`src/rtl/systolic_pkg.sv`:
```
// Shared types and defaults for the systolic array and its operand feeder.
package systolic_pkg;

  localparam int unsigned MATRIX_SIZE_DEF = 4;
  localparam int unsigned DATA_WIDTH_DEF  = 8;

  typedef enum logic [1:0] {
    ST_IDLE   = 2'd0,
    ST_CLEAR  = 2'd1,
    ST_STREAM = 2'd2,
    ST_DRAIN  = 2'd3
  } feeder_state_e;

  // Cycles needed after the last beat for the skewed wavefront to cross the array.
  function automatic int unsigned DRAIN_CYCLES(input int unsigned n);
    return 2 * n;
  endfunction

endpackage

```
`src/rtl/skew_delay_line.sv`:
```
// Fixed-depth register shift line used to delay one operand lane.
module skew_delay_line #(
  parameter int unsigned DEPTH = 1,
  parameter int unsigned WIDTH = 8
) (
  input  logic             clk,
  input  logic             rst_n,
  input  logic [WIDTH-1:0] d_i,
  output logic [WIDTH-1:0] q_o
);

  logic [WIDTH-1:0] stage_q [DEPTH];

  always_ff @(posedge clk or negedge rst_n) begin
    if (!rst_n) begin
      for (int unsigned s = 0; s < DEPTH; s++) stage_q[s] <= '0;
    end else begin
      stage_q[0] <= d_i;
      for (int unsigned s = 1; s < DEPTH; s++) stage_q[s] <= stage_q[s-1];
    end
  end

  assign q_o = stage_q[DEPTH-1];

endmodule

```
`src/rtl/systolic_feeder.sv`:
```
// Operand feeder/sequencer for systolic_array: skews K-slices onto the array edges and
// sequences clear/stream/drain. Define FEEDER_BUBBLE_CNT_EN to add the bubble_cnt port.
module systolic_feeder
  import systolic_pkg::*;
#(
  parameter int unsigned MATRIX_SIZE = MATRIX_SIZE_DEF,
  parameter int unsigned DATA_WIDTH  = DATA_WIDTH_DEF,
  parameter int unsigned MAX_K       = 255
) (
  input  logic                              clk,
  input  logic                              rst_n,
  input  logic                              start,
  input  logic [$clog2(MAX_K+1)-1:0]        k_len,
  input  logic                              in_valid,
  output logic                              in_ready,
  input  logic [DATA_WIDTH*MATRIX_SIZE-1:0] a_col_flat,
  input  logic [DATA_WIDTH*MATRIX_SIZE-1:0] b_row_flat,
  output logic [DATA_WIDTH*MATRIX_SIZE-1:0] in_left_flat,
  output logic [DATA_WIDTH*MATRIX_SIZE-1:0] in_top_flat,
  output logic                              acc_rst,
  output logic                              acc_en,
  output logic                              shift_en,
  output logic                              busy,
  output logic                              done
`ifdef FEEDER_BUBBLE_CNT_EN
  , output logic [15:0]                     bubble_cnt
`endif
);

  localparam int unsigned KW      = $clog2(MAX_K + 1);
  localparam int unsigned LW      = DATA_WIDTH * MATRIX_SIZE;
  localparam int unsigned DRAIN_N = DRAIN_CYCLES(MATRIX_SIZE);
  localparam int unsigned DCW     = $clog2(DRAIN_N + 1);

  feeder_state_e  state_q, state_d;
  logic [KW-1:0]  k_q, k_d;
  logic [KW-1:0]  beat_q, beat_d;
  logic [DCW-1:0] drain_q, drain_d;
  logic [LW-1:0]  a_cap_q, a_cap_d;
  logic [LW-1:0]  b_cap_q, b_cap_d;
  logic           in_ready_q, in_ready_d;
  logic           acc_rst_q, acc_rst_d;
  logic           acc_en_q, acc_en_d;
  logic           shift_en_q, shift_en_d;
  logic           busy_q, busy_d;
  logic           done_q, done_d;

  always_ff @(posedge clk or negedge rst_n) begin
    if (!rst_n) begin
      state_q    <= ST_IDLE;
      k_q        <= '0;
      beat_q     <= '0;
      drain_q    <= '0;
      a_cap_q    <= '0;
      b_cap_q    <= '0;
      in_ready_q <= 1'b0;
      acc_rst_q  <= 1'b0;
      acc_en_q   <= 1'b0;
      shift_en_q <= 1'b0;
      busy_q     <= 1'b0;
      done_q     <= 1'b0;
    end else begin
      state_q    <= state_d;
      k_q        <= k_d;
      beat_q     <= beat_d;
      drain_q    <= drain_d;
      a_cap_q    <= a_cap_d;
      b_cap_q    <= b_cap_d;
      in_ready_q <= in_ready_d;
      acc_rst_q  <= acc_rst_d;
      acc_en_q   <= acc_en_d;
      shift_en_q <= shift_en_d;
      busy_q     <= busy_d;
      done_q     <= done_d;
    end
  end

  // Next state; the capture register holds zero on every cycle without an accepted beat.
  always_comb begin
    state_d = state_q;
    k_d     = k_q;
    beat_d  = beat_q;
    drain_d = drain_q;
    a_cap_d = '0;
    b_cap_d = '0;
    done_d  = 1'b0;

    unique case (state_q)
      ST_IDLE: begin
        if (start) begin
          k_d     = k_len;
          beat_d  = '0;
          state_d = ST_CLEAR;
        end
      end
      ST_CLEAR: begin
        drain_d = '0;
        state_d = (k_q == '0) ? ST_DRAIN : ST_STREAM;
      end
      ST_STREAM: begin
        if (in_valid) begin
          a_cap_d = a_col_flat;
          b_cap_d = b_row_flat;
          beat_d  = beat_q + KW'(1);
          if (beat_d == k_q) begin
            drain_d = '0;
            state_d = ST_DRAIN;
          end
        end
      end
      ST_DRAIN: begin
        drain_d = drain_q + DCW'(1);
        if (drain_q == DCW'(DRAIN_N - 1)) begin
          state_d = ST_IDLE;
          done_d  = 1'b1;
        end
      end
      default: state_d = ST_IDLE;
    endcase

    // Controls are decoded from the next state so they leave registers aligned with it.
    in_ready_d = (state_d == ST_STREAM);
    acc_rst_d  = (state_d == ST_CLEAR);
    acc_en_d   = (state_d == ST_STREAM) || (state_d == ST_DRAIN);
    shift_en_d = acc_en_d;
    busy_d     = (state_d != ST_IDLE);
  end

  assign in_ready = in_ready_q;
  assign acc_rst  = acc_rst_q;
  assign acc_en   = acc_en_q;
  assign shift_en = shift_en_q;
  assign busy     = busy_q;
  assign done     = done_q;

  for (genvar i = 0; i < MATRIX_SIZE; i++) begin : g_lane
    skew_delay_line #(
      .DEPTH(i + 1),
      .WIDTH(DATA_WIDTH)
    ) u_left (
      .clk  (clk),
      .rst_n(rst_n),
      .d_i  (a_cap_q[i*DATA_WIDTH +: DATA_WIDTH]),
      .q_o  (in_left_flat[i*DATA_WIDTH +: DATA_WIDTH])
    );
    skew_delay_line #(
      .DEPTH(i + 1),
      .WIDTH(DATA_WIDTH)
    ) u_top (
      .clk  (clk),
      .rst_n(rst_n),
      .d_i  (b_cap_q[i*DATA_WIDTH +: DATA_WIDTH]),
      .q_o  (in_top_flat[i*DATA_WIDTH +: DATA_WIDTH])
    );
  end

`ifdef FEEDER_BUBBLE_CNT_EN
  logic [15:0] bubble_q, bubble_d;

  // Saturating count of zero beats injected during the current job.
  always_comb begin
    bubble_d = bubble_q;
    if (state_q == ST_CLEAR) begin
      bubble_d = '0;
    end else if ((state_q == ST_STREAM) && !in_valid && (bubble_q != 16'hFFFF)) begin
      bubble_d = bubble_q + 16'd1;
    end
  end

  always_ff @(posedge clk or negedge rst_n) begin
    if (!rst_n) bubble_q <= '0;
    else        bubble_q <= bubble_d;
  end

  assign bubble_cnt = bubble_q;
`endif

endmodule

```
`config.mk`:
```
export PLATFORM = sky130hd
export DESIGN_NAME = systolic_feeder
export DESIGN_NICKNAME = d
export VERILOG_FILES = /design/src/rtl/systolic_pkg.sv /design/src/rtl/skew_delay_line.sv /design/src/rtl/systolic_feeder.sv
export SDC_FILE = /design/constraint.sdc
export NUM_CORES = 1
export LEC_CHECK = 0
export ABC_AREA = 1
export BUFFER_PORTS_ARGS = -buffer_cell sky130_fd_sc_hd__buf_2
export CORE_MARGIN = 2
export CORE_UTILIZATION = 54
export DETAILED_ROUTE_END_ITERATION = 8
export PLACE_DENSITY_LB_ADDON = 0.12
export SLEW_MARGIN = 20
export SYNTH_ARGS = -nofsm -noshare
export SYNTH_HDL_FRONTEND = slang
export SYNTH_SLANG_ARGS = --single-unit
```
`constraint.sdc`:
```
create_clock -name clk -period 2.05 [get_ports clk]
set_input_delay 0.205 -clock clk [delete_from_list [all_inputs] [get_ports clk]]
set_output_delay 0.205 -clock clk [all_outputs]
set_load 0.02 [all_outputs]
```
==> impl_metrics.toml, run 1 <==
[drt]
wl_um = 13000
ant_nets = 0
detail_route.first_pass.iterations = 4
remaining_drc_errors = 0
drt_iter0_markers = 274
num_vias = 4451
post_drt_wl_per_cell_um = 13.3
vias_per_cell = 4.57

[final_layout]
diodes = 0
drive_gt1_share_pct = 27.1
multi_input_area_um2 = 933
nets = 854
regArea_um2 = 6260
design_area_um2 = 10100
num-fill-cells = 989
finalNonFillerCells = 975
area_delta_synth_final_pct = 27.6

[worst_setup_path]
path_cells = "ha_1 -> nand3_2 -> o21ai_1 -> and2_1 -> nor2_2 -> nor2_4 -> nand3b_4 -> nand3_1 -> nand2_1"
critical_path.slowest_cell = "dfrtp_1"
arrival_ps = 2110
startpoint_type = "flop"
end_kind = "flop"
critPathTopFamily = "simple AND/OR/NAND/NOR gates"
slowest_delay_ps = 410
cp_data_required_time_ps = 2430
cp_max_fo = 5
critPathKind = "reg -> reg"
cp_num_buf_inv = 0

[yosys]
synth_compound_area_share_pct = 1.19
synthTopCellsByArea = "dfrtp_1 (79%), buf_4 (4.7%), inv_1 (3.9%)"
synth_cell_types = 28
ys_seq_elements = 250
synth_xor_area_share_pct = 0.222
synthCells = 583
yosys.area_share.simple_pct = 10.1
synth_top_cell_area_share_pct = 79.2
avgSynthCellArea_um2 = 13.6
synth_fa_ha_area_share_pct = 0.317
yosysWarnings = 0
synth_top_family_by_area = "simple AND/OR/NAND/NOR gates"
syn_nets = 661
syn_area_um2 = 7900
synth_area_leader_cell = "dfrtp_1"
synth.area.mux_share_pct = 0
seq_area_frac_synth_pct = 79.2

[clocking]
cts_sinks = 250
cts-root-buf = "clkbuf_16"
cts_resized = 0
postCtsSetupBuffers = 0
cts_tree = "yes"
cts-buffers-inserted = 24
cts_max_path_buffers = 3
clk_latency_ps = 500
htree_levels = 1
clk_pin_slew_ps = 70

[global_route]
grt_max_degree = 77
grt_util_all_layers_pct = 17.1
global_route.overflow_total = 0
grt_pass1_wl_um = 21700
grt_pass1_vias = 4594
antenna_found_initial = 0

[sta]
fin_skew_ps = 13.0
slew_violations = 0
max_freq_mhz = 580
setup_ws_ps = 326
slew_headroom_pct = 55.5
setup_viol = 0
fin_crit_sh_pct = 84.1
final.min_clock_period_ps = 1720
timing.setup.tns_ps = 0
hold_viol = 0
worst_pin_slew_ps = 667
rsz0062_at_grt = "false"

[placed_design]
placedCellCount = 861
gp_congestion = 0.792
hpwlAfterDp_um = 7780
dp_slack_ps = 346
io_buffers = 145
place_area_um2 = 8560

[pwr]
p_per_area_nw_per_um2 = 1060
power_leakage_uw = 0.00544
ir_drop_uv = 740

[run]
cap_violations = 0

[floorplanning]
die_w_um = 125
start_util_pct = 54.8
dieHeight_um = 125
row_count = 44
die_area_um2 = 15600
pin_count = 146
coreArea_um2 = 14400

[outcome]
status = "finished clean"

[hold_path]
hold_class = "in -> reg"
routing by layer:
metal  global-route usage, %  wire length, um  vias to the layer above
met5                       0                0                        -
met3                    3.21              668                       38
met1                    23.0             5270                     2175
met4                    6.34              412                        0
li1                        -                -                     2091
met2                    28.6             6620                      147
report_power, final:
part           switching (uW)  leakage, uW  internal, uW
logic                     562      0.00185           381
registers                 168      0.00321          5250
clock network            1740     0.000385          2530
total                    2470      0.00544          8170
per-stage QoR:
stage	hold WS, ps	power, uW	utilization, %
final	82.4	10600	69.9
after global routing	100	11100	69.9
after CTS	64.9	10800	69.9
after global placement	212	6300	59.4
after floorplan	-90.6	6040	-
after detailed placement	222	6350	59.4
what timing repair did:
action,in CTS,in global routing
hold buffers,73,0
endpoints found under the hold margin,143,0
endpoints found under the setup margin,0,0
placed cells by master (no fill, tap or decap), types with 5 or more instances in the layout:
| master | n |
|---|---|
| dfrtp_1 | 250 |
| buf_2 | 144 |
| inv_1 | 82 |
| dlygate4sd3_1 | 73 |
| nor2_1 | 71 |
| nand2_1 | 45 |
| clkbuf_16 | 25 |
| nand3_1 | 24 |
| o21ai_0 | 12 |
| nand2_2 | 8 |
| nor2_2 | 5 |
| clkbuf_8 | 5 |
worst min-delay path, cell delays in order:
cell and delay (ps):
buf_2 80, nand2_2 130, nand3_2 130
final timing paths:
path	from	to	slack, ps	cells past startpoint
worst min-delay path	start	state_q[0]	80	3
min in group asynchronous	rst_n	g_lane[2].u_left.q_o[0]	270	2
max in group asynchronous	rst_n	g_lane[3].u_left.q_o[5]	1120	3
worst max register to register	beat_q[0]	drain_q[0]	330	9
worst max-delay path	beat_q[0]	drain_q[0]	330	9
worst min register to register	g_lane[2].u_top.stage_q[14]	g_lane[2].u_top.q_o[6]	340	0
synthesized netlist by cell type:
library cell / count
xnor2_1: 1
a31oi_1: 2
nor2_1: 71
buf_2: 1
nor2_2: 5
nor4_1: 2
nand2_2: 8
nor2_4: 4
clkbuf_1: 6
o21ai_0: 12
xor2_1: 1
nand4_1: 4
and2_1: 1
nand3_2: 4
dfrtp_1: 250
nand3_1: 24
inv_2: 1
or2_2: 1
inv_1: 82
buf_4: 49
o21ai_1: 1
o22ai_1: 1
nor3_1: 1
a21oi_1: 2
nand3b_4: 1
ha_1: 2
nand2_1: 45
buf_1: 1
sequential cells by signal, summed over array words and instances (netlist names), 8 cells and up:
name,flops
g_lane.u_top.q_o,32
a_cap_q,32
beat_q,8
g_lane.u_left.q_o,32
g_lane.u_top.stage_q,48
g_lane.u_left.stage_q,48
k_q,8
b_cap_q,32
cell type report:
type                    count  share of cell area [%]
flip-flops and latches    250                    62.1
clock buffers              32                    6.96
repair buffers            224                    15.5
clock inverters             9                   0.856
inverters                  83                    3.09
multi-input cells         193                    9.26
well taps                 184                    2.28
kinds of logic after synthesis:
family,Yosys count
AO/OA/AOI/OAI,18
XOR/XNOR,2
adder cells (fa/ha/maj),2
buffers and inverters,140
flip-flops,250
AND/OR/NAND/NOR,171
No activity file was read; power rests on OpenSTA's default activity.
==> inputs of run 2 (changes only) <==
ABC_AREA = 0   (was 1)
CORE_UTILIZATION = 49   (was 54)
clock period = 1.5 ns   (was 2.05 ns; I/O delays follow)
==> run 2 against run 1 <==
- the flow now finishes with violations (negative setup slack)
- hold slack worse by 13 ps
- register-to-register slack worse by 560 ps
- clock skew is 8.1 ps lower
- worst setup slack worse by 560 ps
- critical endpoint is now drain_q[3]
- largest cell class unchanged
- largest power group unchanged
==> impl_metrics.toml, run 2 <==
[pwr]
ir_drop_uv = 1110
seq_power_share_pct = 49.2
p_int_uw = 12800
pwr-share-comb_pct = 19.7
p_clk_share_pct = 31.2
p_sw_share_pct = 26.6
fin_total_pwr_uw = 17400
p_per_area_nw_per_um2 = 1680
power_leakage_uw = 0.00545
p_sw_uw = 4630

[clocking]
clk_latency_ps = 490
cts_tree = "yes"
cts_sinks = 250
htree_levels = 1
clk_pin_slew_ps = 60
cts_max_path_buffers = 3
cts-buffers-inserted = 24
cts-root-buf = "clkbuf_16"

[global_route]
global_route.overflow_total = 0
use_met1_pct = 21.1
antenna_found_initial = 0
grt_pass1_vias = 4364
top_usage_layer = "met2"
grt_pass1_wl_um = 21200
use_met3_pct = 3.34
grt_max_degree = 66
grt_util_met2_pct = 26.9
grt_util_all_layers_pct = 15.8

[yosys]
synth_compound_area_share_pct = 2.99
synth_fa_ha_area_share_pct = 0.319
syn_area_um2 = 7830
synth-main-ff-cell = "dfrtp_1"
async_flop_share_pct = 100
synthCells = 490
syn_nets = 568
synth_common_cells = "dfrtp_1 (250), and3_1 (65), buf_4 (51)"
avgSynthCellArea_um2 = 16.0
synthMostInstantiatedCell = "dfrtp_1"
synth_cell_types = 40
synth_xor_area_share_pct = 1.23
ys_seq_elements = 250
synthTopCellsByArea = "dfrtp_1 (80%), and3_1 (5.2%), buf_4 (4.9%)"
seq_area_frac_synth_pct = 79.9
yosysWarnings = 0
yosys.area_share.simple_pct = 8.16
synth_top_cell_area_share_pct = 79.9
synth.area.mux_share_pct = 1.42
synth_edf_count = 0
synth_area_leader_cell = "dfrtp_1"
synth_top_family_by_area = "simple AND/OR/NAND/NOR gates"

[floorplanning]
pin_count = 146
start_util_pct = 49.7
row_count = 46
die_w_um = 130
dieHeight_um = 130
die_area_um2 = 17000
coreArea_um2 = 15800

[final_layout]
drive_gt1_share_pct = 35.1
top_regs = "g_lane.u_left.stage_q x48, g_lane.u_top.stage_q x48"
diodes = 0
regArea_um2 = 6260
multi_input_area_um2 = 1220
post-route-util_pct = 65.6
num-fill-cells = 1212
final_cell_mix = "dfrtp_1 (246), buf_2 (144), dlygate4sd3_1 (74)"
layout_commonest_cell = "dfrtp_1"
nets = 785
area_delta_synth_final_pct = 32.1
design_area_um2 = 10300

[worst_setup_path]
cp_data_required_time_ps = 1880
end_kind = "flop"
cp_num_buf_inv = 2
critPathTopFamily = "flip-flops"
cpMostUsedCell = "buf_4"
critical_path.slowest_cell = "dfrtp_2"
startpoint_type = "flop"
critPathKind = "reg -> reg"
arrival_ps = 2110
cp_max_fo = 6
slowest_delay_ps = 420
path_cells = "ha_4 -> and3_4 -> buf_4 -> nand3_4 -> nor3_2 -> o2111a_2 -> buf_4 -> a21oi_2"

[drt]
remaining_drc_errors = 0
num_vias = 4296
vias_per_cell = 4.58
detail_route.first_pass.iterations = 4
ant_nets = 0
wl_um = 13400
post_drt_wl_per_cell_um = 14.3
drt_iter0_markers = 141

[run]
cap_violations = 0

[sta]
worst_pin_slew_ps = 382
fin_crit_sh_pct = 116
hold_viol = 0
setup_ws_ps = -236
slew_violations = 0
rsz0062_at_grt = "true"
slew_headroom_pct = 74.3
timing.setup.tns_ps = -1140
setup_viol = 6
max_freq_mhz = 576
fin_skew_ps = 4.96
final.min_clock_period_ps = 1740

[placed_design]
hpwlAfterDp_um = 8270
io_buffers = 145
place_area_um2 = 8730
gp_congestion = 0.826

[outcome]
status = "complete, but fails checks"
violations = "negative setup slack"

[hold_path]
hold_class = "in -> reg"
-- run 2: changes by cell type in the layout (fill, tap and decap cells not counted), sizes merged, moves of 3 or more --
cell / delta
mux2: +9
nor2: -70
nor2b: +3
xnor2: +5
nand2: -41
a21oi: +5
buf: +35
nand3: -22
nand4: -3
xor2: +4
clkbuf: +3
inv: -79
and3: +66
-- run 2: final cells by class --
type / instances / area share (%)
Clock buffer: 35 / 6.60
Clock inverter: 5 / 0.314
Inverter: 3 / 0.109
Multi-Input combinational cell: 168 / 11.8
Sequential cell: 250 / 60.5
Tap cell: 216 / 2.61
Timing Repair Buffer: 260 / 18.0
-- run 2: timing repair --
action                                  4_1_cts  5_1_grt
resized for setup                             6       19
buffers inserted                              3        4
hold buffers                                 74        0
pin swaps                                     2        4
hold endpoints to repair                    323        0
endpoints found under the setup margin        9       19
-- run 2: per-stage QoR --
stage / std cells / setup WS, ps / hold slack (ps)
2_1_floorplan: 490 / -138 / -146
3_3_place_gp: 816 / -241 / 48.5
3_5_place_dp: 816 / -297 / 51.8
4_1_cts: 933 / -256 / 37.3
5_1_grt: 937 / -299 / 77.0
6_report: 937 / -236 / 69.9
-- run 2: logic make-up after synthesis --
logic type / after synthesis
and+or+nand+nor: 111
DFF: 250
xor gates and xnor gates: 11
muxes: 10
AOI/OAI and AO/OA: 34
buffers and inverters: 72
adders and majority gates: 2
-- run 2: path summary, 6_finish.rpt --
path | start | to | slack [ps] | cells after the start
worst min-delay path | start | beat_q[2] | 70 | 4
min in group asynchronous | rst_n | b_cap_q[4] | 120 | 2
worst max register to register | beat_q[1] | drain_q[3] | -240 | 8
worst min register to register | a_cap_q[29] | g_lane[3].u_left.stage_q[29] | 340 | 0
max in group asynchronous | rst_n | beat_q[1] | 730 | 3
worst max-delay path | beat_q[1] | drain_q[3] | -240 | 8
-- run 2: worst reg2reg max path, cell delays in order (launching register included) --
cell,delay (ps)
dfrtp_2,420
ha_4,180
and3_4,190
buf_4,120
nand3_4,70
nor3_2,120
o2111a_2,330
buf_4,140
a21oi_2,40
-- run 2: power groups by stage --
stage          sequential [uW]  combinational [uW]  clock, uW
2_1_floorplan             8650                2040          0
3_3_place_gp              8610                2980          0
3_5_place_dp              8680                3060          0
4_1_cts                   8560                3290       5620
5_1_grt                   8700                3740       5920
6_report                  8560                3420       5430
-- run 2: routing by layer --
metal | part of all wire, % | vias to the layer above
met5 | 0 | -
met3 | 5.0 | 17
met1 | 43 | 2156
li1 | - | 2012
met2 | 51 | 111
met4 | 1.4 | 0
==> inputs of run 3 (changes only) <==
clock period = 1.45 ns   (was 1.5 ns; I/O delays follow)
==> run 3 against run 2 <==
- the flow still finishes with violations (negative setup slack)
- maximum frequency up 0.71%
- critical path depth down 3
- clock power up 15%
==> impl_metrics.toml, run 3 (synthesis results as in run 2) <==
[outcome]
status = "complete, but fails checks"
violations = "negative setup slack"

[clocking]
clk_latency_ps = 500
htree_levels = 1
cts_max_path_buffers = 3
clk_pin_slew_ps = 60
cts-buffers-inserted = 24
cts_sinks = 250
cts_tree = "yes"
cts-root-buf = "clkbuf_16"

[final_layout]
layout_commonest_cell = "dfrtp_1"
top_regs = "g_lane.u_left.stage_q x48, g_lane.u_top.stage_q x48"
nets = 786
area_delta_synth_final_pct = 33.5
diodes = 0
drive_gt1_share_pct = 36.0
design_area_um2 = 10500
final_cell_mix = "dfrtp_1 (246), buf_2 (144), dlygate4sd3_1 (74)"
finalNonFillerCells = 941

[sta]
rsz0062_at_grt = "true"
setup_ws_ps = -274
hold_viol = 0
setup_viol = 6
final.min_clock_period_ps = 1720
fin_crit_sh_pct = 119
slew_headroom_pct = 73.8
fin_skew_ps = 10.6
slew_violations = 0
worst_pin_slew_ps = 390
max_freq_mhz = 580

[drt]
wl_um = 13900
remaining_drc_errors = 0
detail_route.first_pass.iterations = 4
vias_per_cell = 4.62
ant_nets = 0
drt_iter0_markers = 215
post_drt_wl_per_cell_um = 14.7
num_vias = 4352

[worst_setup_path]
slowest_delay_ps = 440
reg2reg_slack_ps = -270
critPathTopFamily = "compound AO/OA/AOI/OAI gates"
startpoint_type = "flop"
arrival_ps = 2090
end_kind = "flop"
critical_path.slowest_cell = "dfrtp_2"
timing.rr.end = "drain_q[0]"
reg2reg_depth = 5
critPathKind = "reg -> reg"
cp_num_buf_inv = 0
cp_data_required_time_ps = 1810
cp-endpoint = "drain_q[0]"
crit_cells = 5
r2r-start = "beat_q[1]"
cp_max_fo = 6
path_cells = "ha_4 -> xor2_1 -> nor4_1 -> o2111a_2 -> a41oi_2"
startpoint = "beat_q[1]"

[floorplanning]
row_count = 46
start_util_pct = 49.7
die_w_um = 130
die_area_um2 = 17000
pin_count = 146
dieHeight_um = 130
coreArea_um2 = 15800

[global_route]
grt_pass1_wl_um = 21900
grt_util_all_layers_pct = 16.3
grt_max_degree = 61
grt_pass1_vias = 4522
global_route.overflow_total = 0
antenna_found_initial = 0

[placed_design]
io_buffers = 145
place_area_um2 = 8750
placedCellCount = 818
hpwlAfterDp_um = 8370
gp_congestion = 0.819

[hold_path]
hold_class = "in -> reg"

[pwr]
p_per_area_nw_per_um2 = 1780
ir_drop_uv = 1170
power_leakage_uw = 0.00550

[run]
cap_violations = 0
-- run 3: worst reg2reg max path, cell delays in order, from the launching register on --
cell	delay [ps]
dfrtp_2	440
ha_4	250
xor2_1	140
nor4_1	290
o2111a_2	340
a41oi_2	130
-- run 3: layout make-up --
| type | instances | area, um^2 |
|---|---|---|
| clock buffer | 33 | 706 |
| clock inverter | 10 | 110 |
| fill | 1130 | 5310 |
| inverter | 3 | 11.3 |
| multi-input combinational | 168 | 1210 |
| sequential | 250 | 6260 |
| tap | 216 | 270 |
| timing repair buffer | 261 | 1900 |
-- run 3: worst min-delay path by stage --
stage | depth (start not counted) | from | end
after floorplan | 0 | rst_n | a_cap_q[0]
after global placement | 1 | rst_n | b_cap_q[6]
after detailed placement | 1 | rst_n | b_cap_q[6]
after CTS | 4 | start | beat_q[2]
after global routing | 4 | start | beat_q[2]
final | 4 | start | beat_q[2]
-- run 3: power breakdown --
| group | switching (uW) | leakage, uW | internal, uW | total [uW] |
|---|---|---|---|---|
| clock | 2480 | 0.000404 | 3770 | 6250 |
| sequential | 553 | 0.00328 | 8290 | 8840 |
| combinational | 1860 | 0.00182 | 1640 | 3500 |
-- run 3: layer usage --
layer  up-vias  part of all wire, %  global-route usage [%]
li1       2022                    -                       -
met1      2195                   42                    21.8
met2       113                   52                    27.9
met3        22                  4.6                    2.89
met4         0                  1.8                    4.63
met5         -                    0                       0
-- run 3: per-stage QoR --
| stage | setup WS (ps) | setup TNS (ps) | total power, uW | hold WS, ps | util [%] |
|---|---|---|---|---|---|
| floorplan | -188 | -792 | 11100 | -151 | - |
| global placement | -278 | -1460 | 12000 | 29.1 | 55.5 |
| detailed placement | -305 | -1630 | 12100 | 28.9 | 55.5 |
| CTS | -279 | -1470 | 18600 | 28.0 | 65.5 |
| global route | -366 | -2110 | 19500 | 87.2 | 66.3 |
| finish | -274 | -1450 | 18600 | 42.7 | 66.3 |
-- run 3: repair_timing --
action / 4_1_cts / 5_1_grt
setup buffers: 1 / 5
setup endpoints to repair: 10 / 23
gates resized for setup: 8 / 19
hold endpoints to repair: 323 / 0
gates cloned: 0 / 1
pin swaps: 2 / 4
hold buffers: 74 / 0
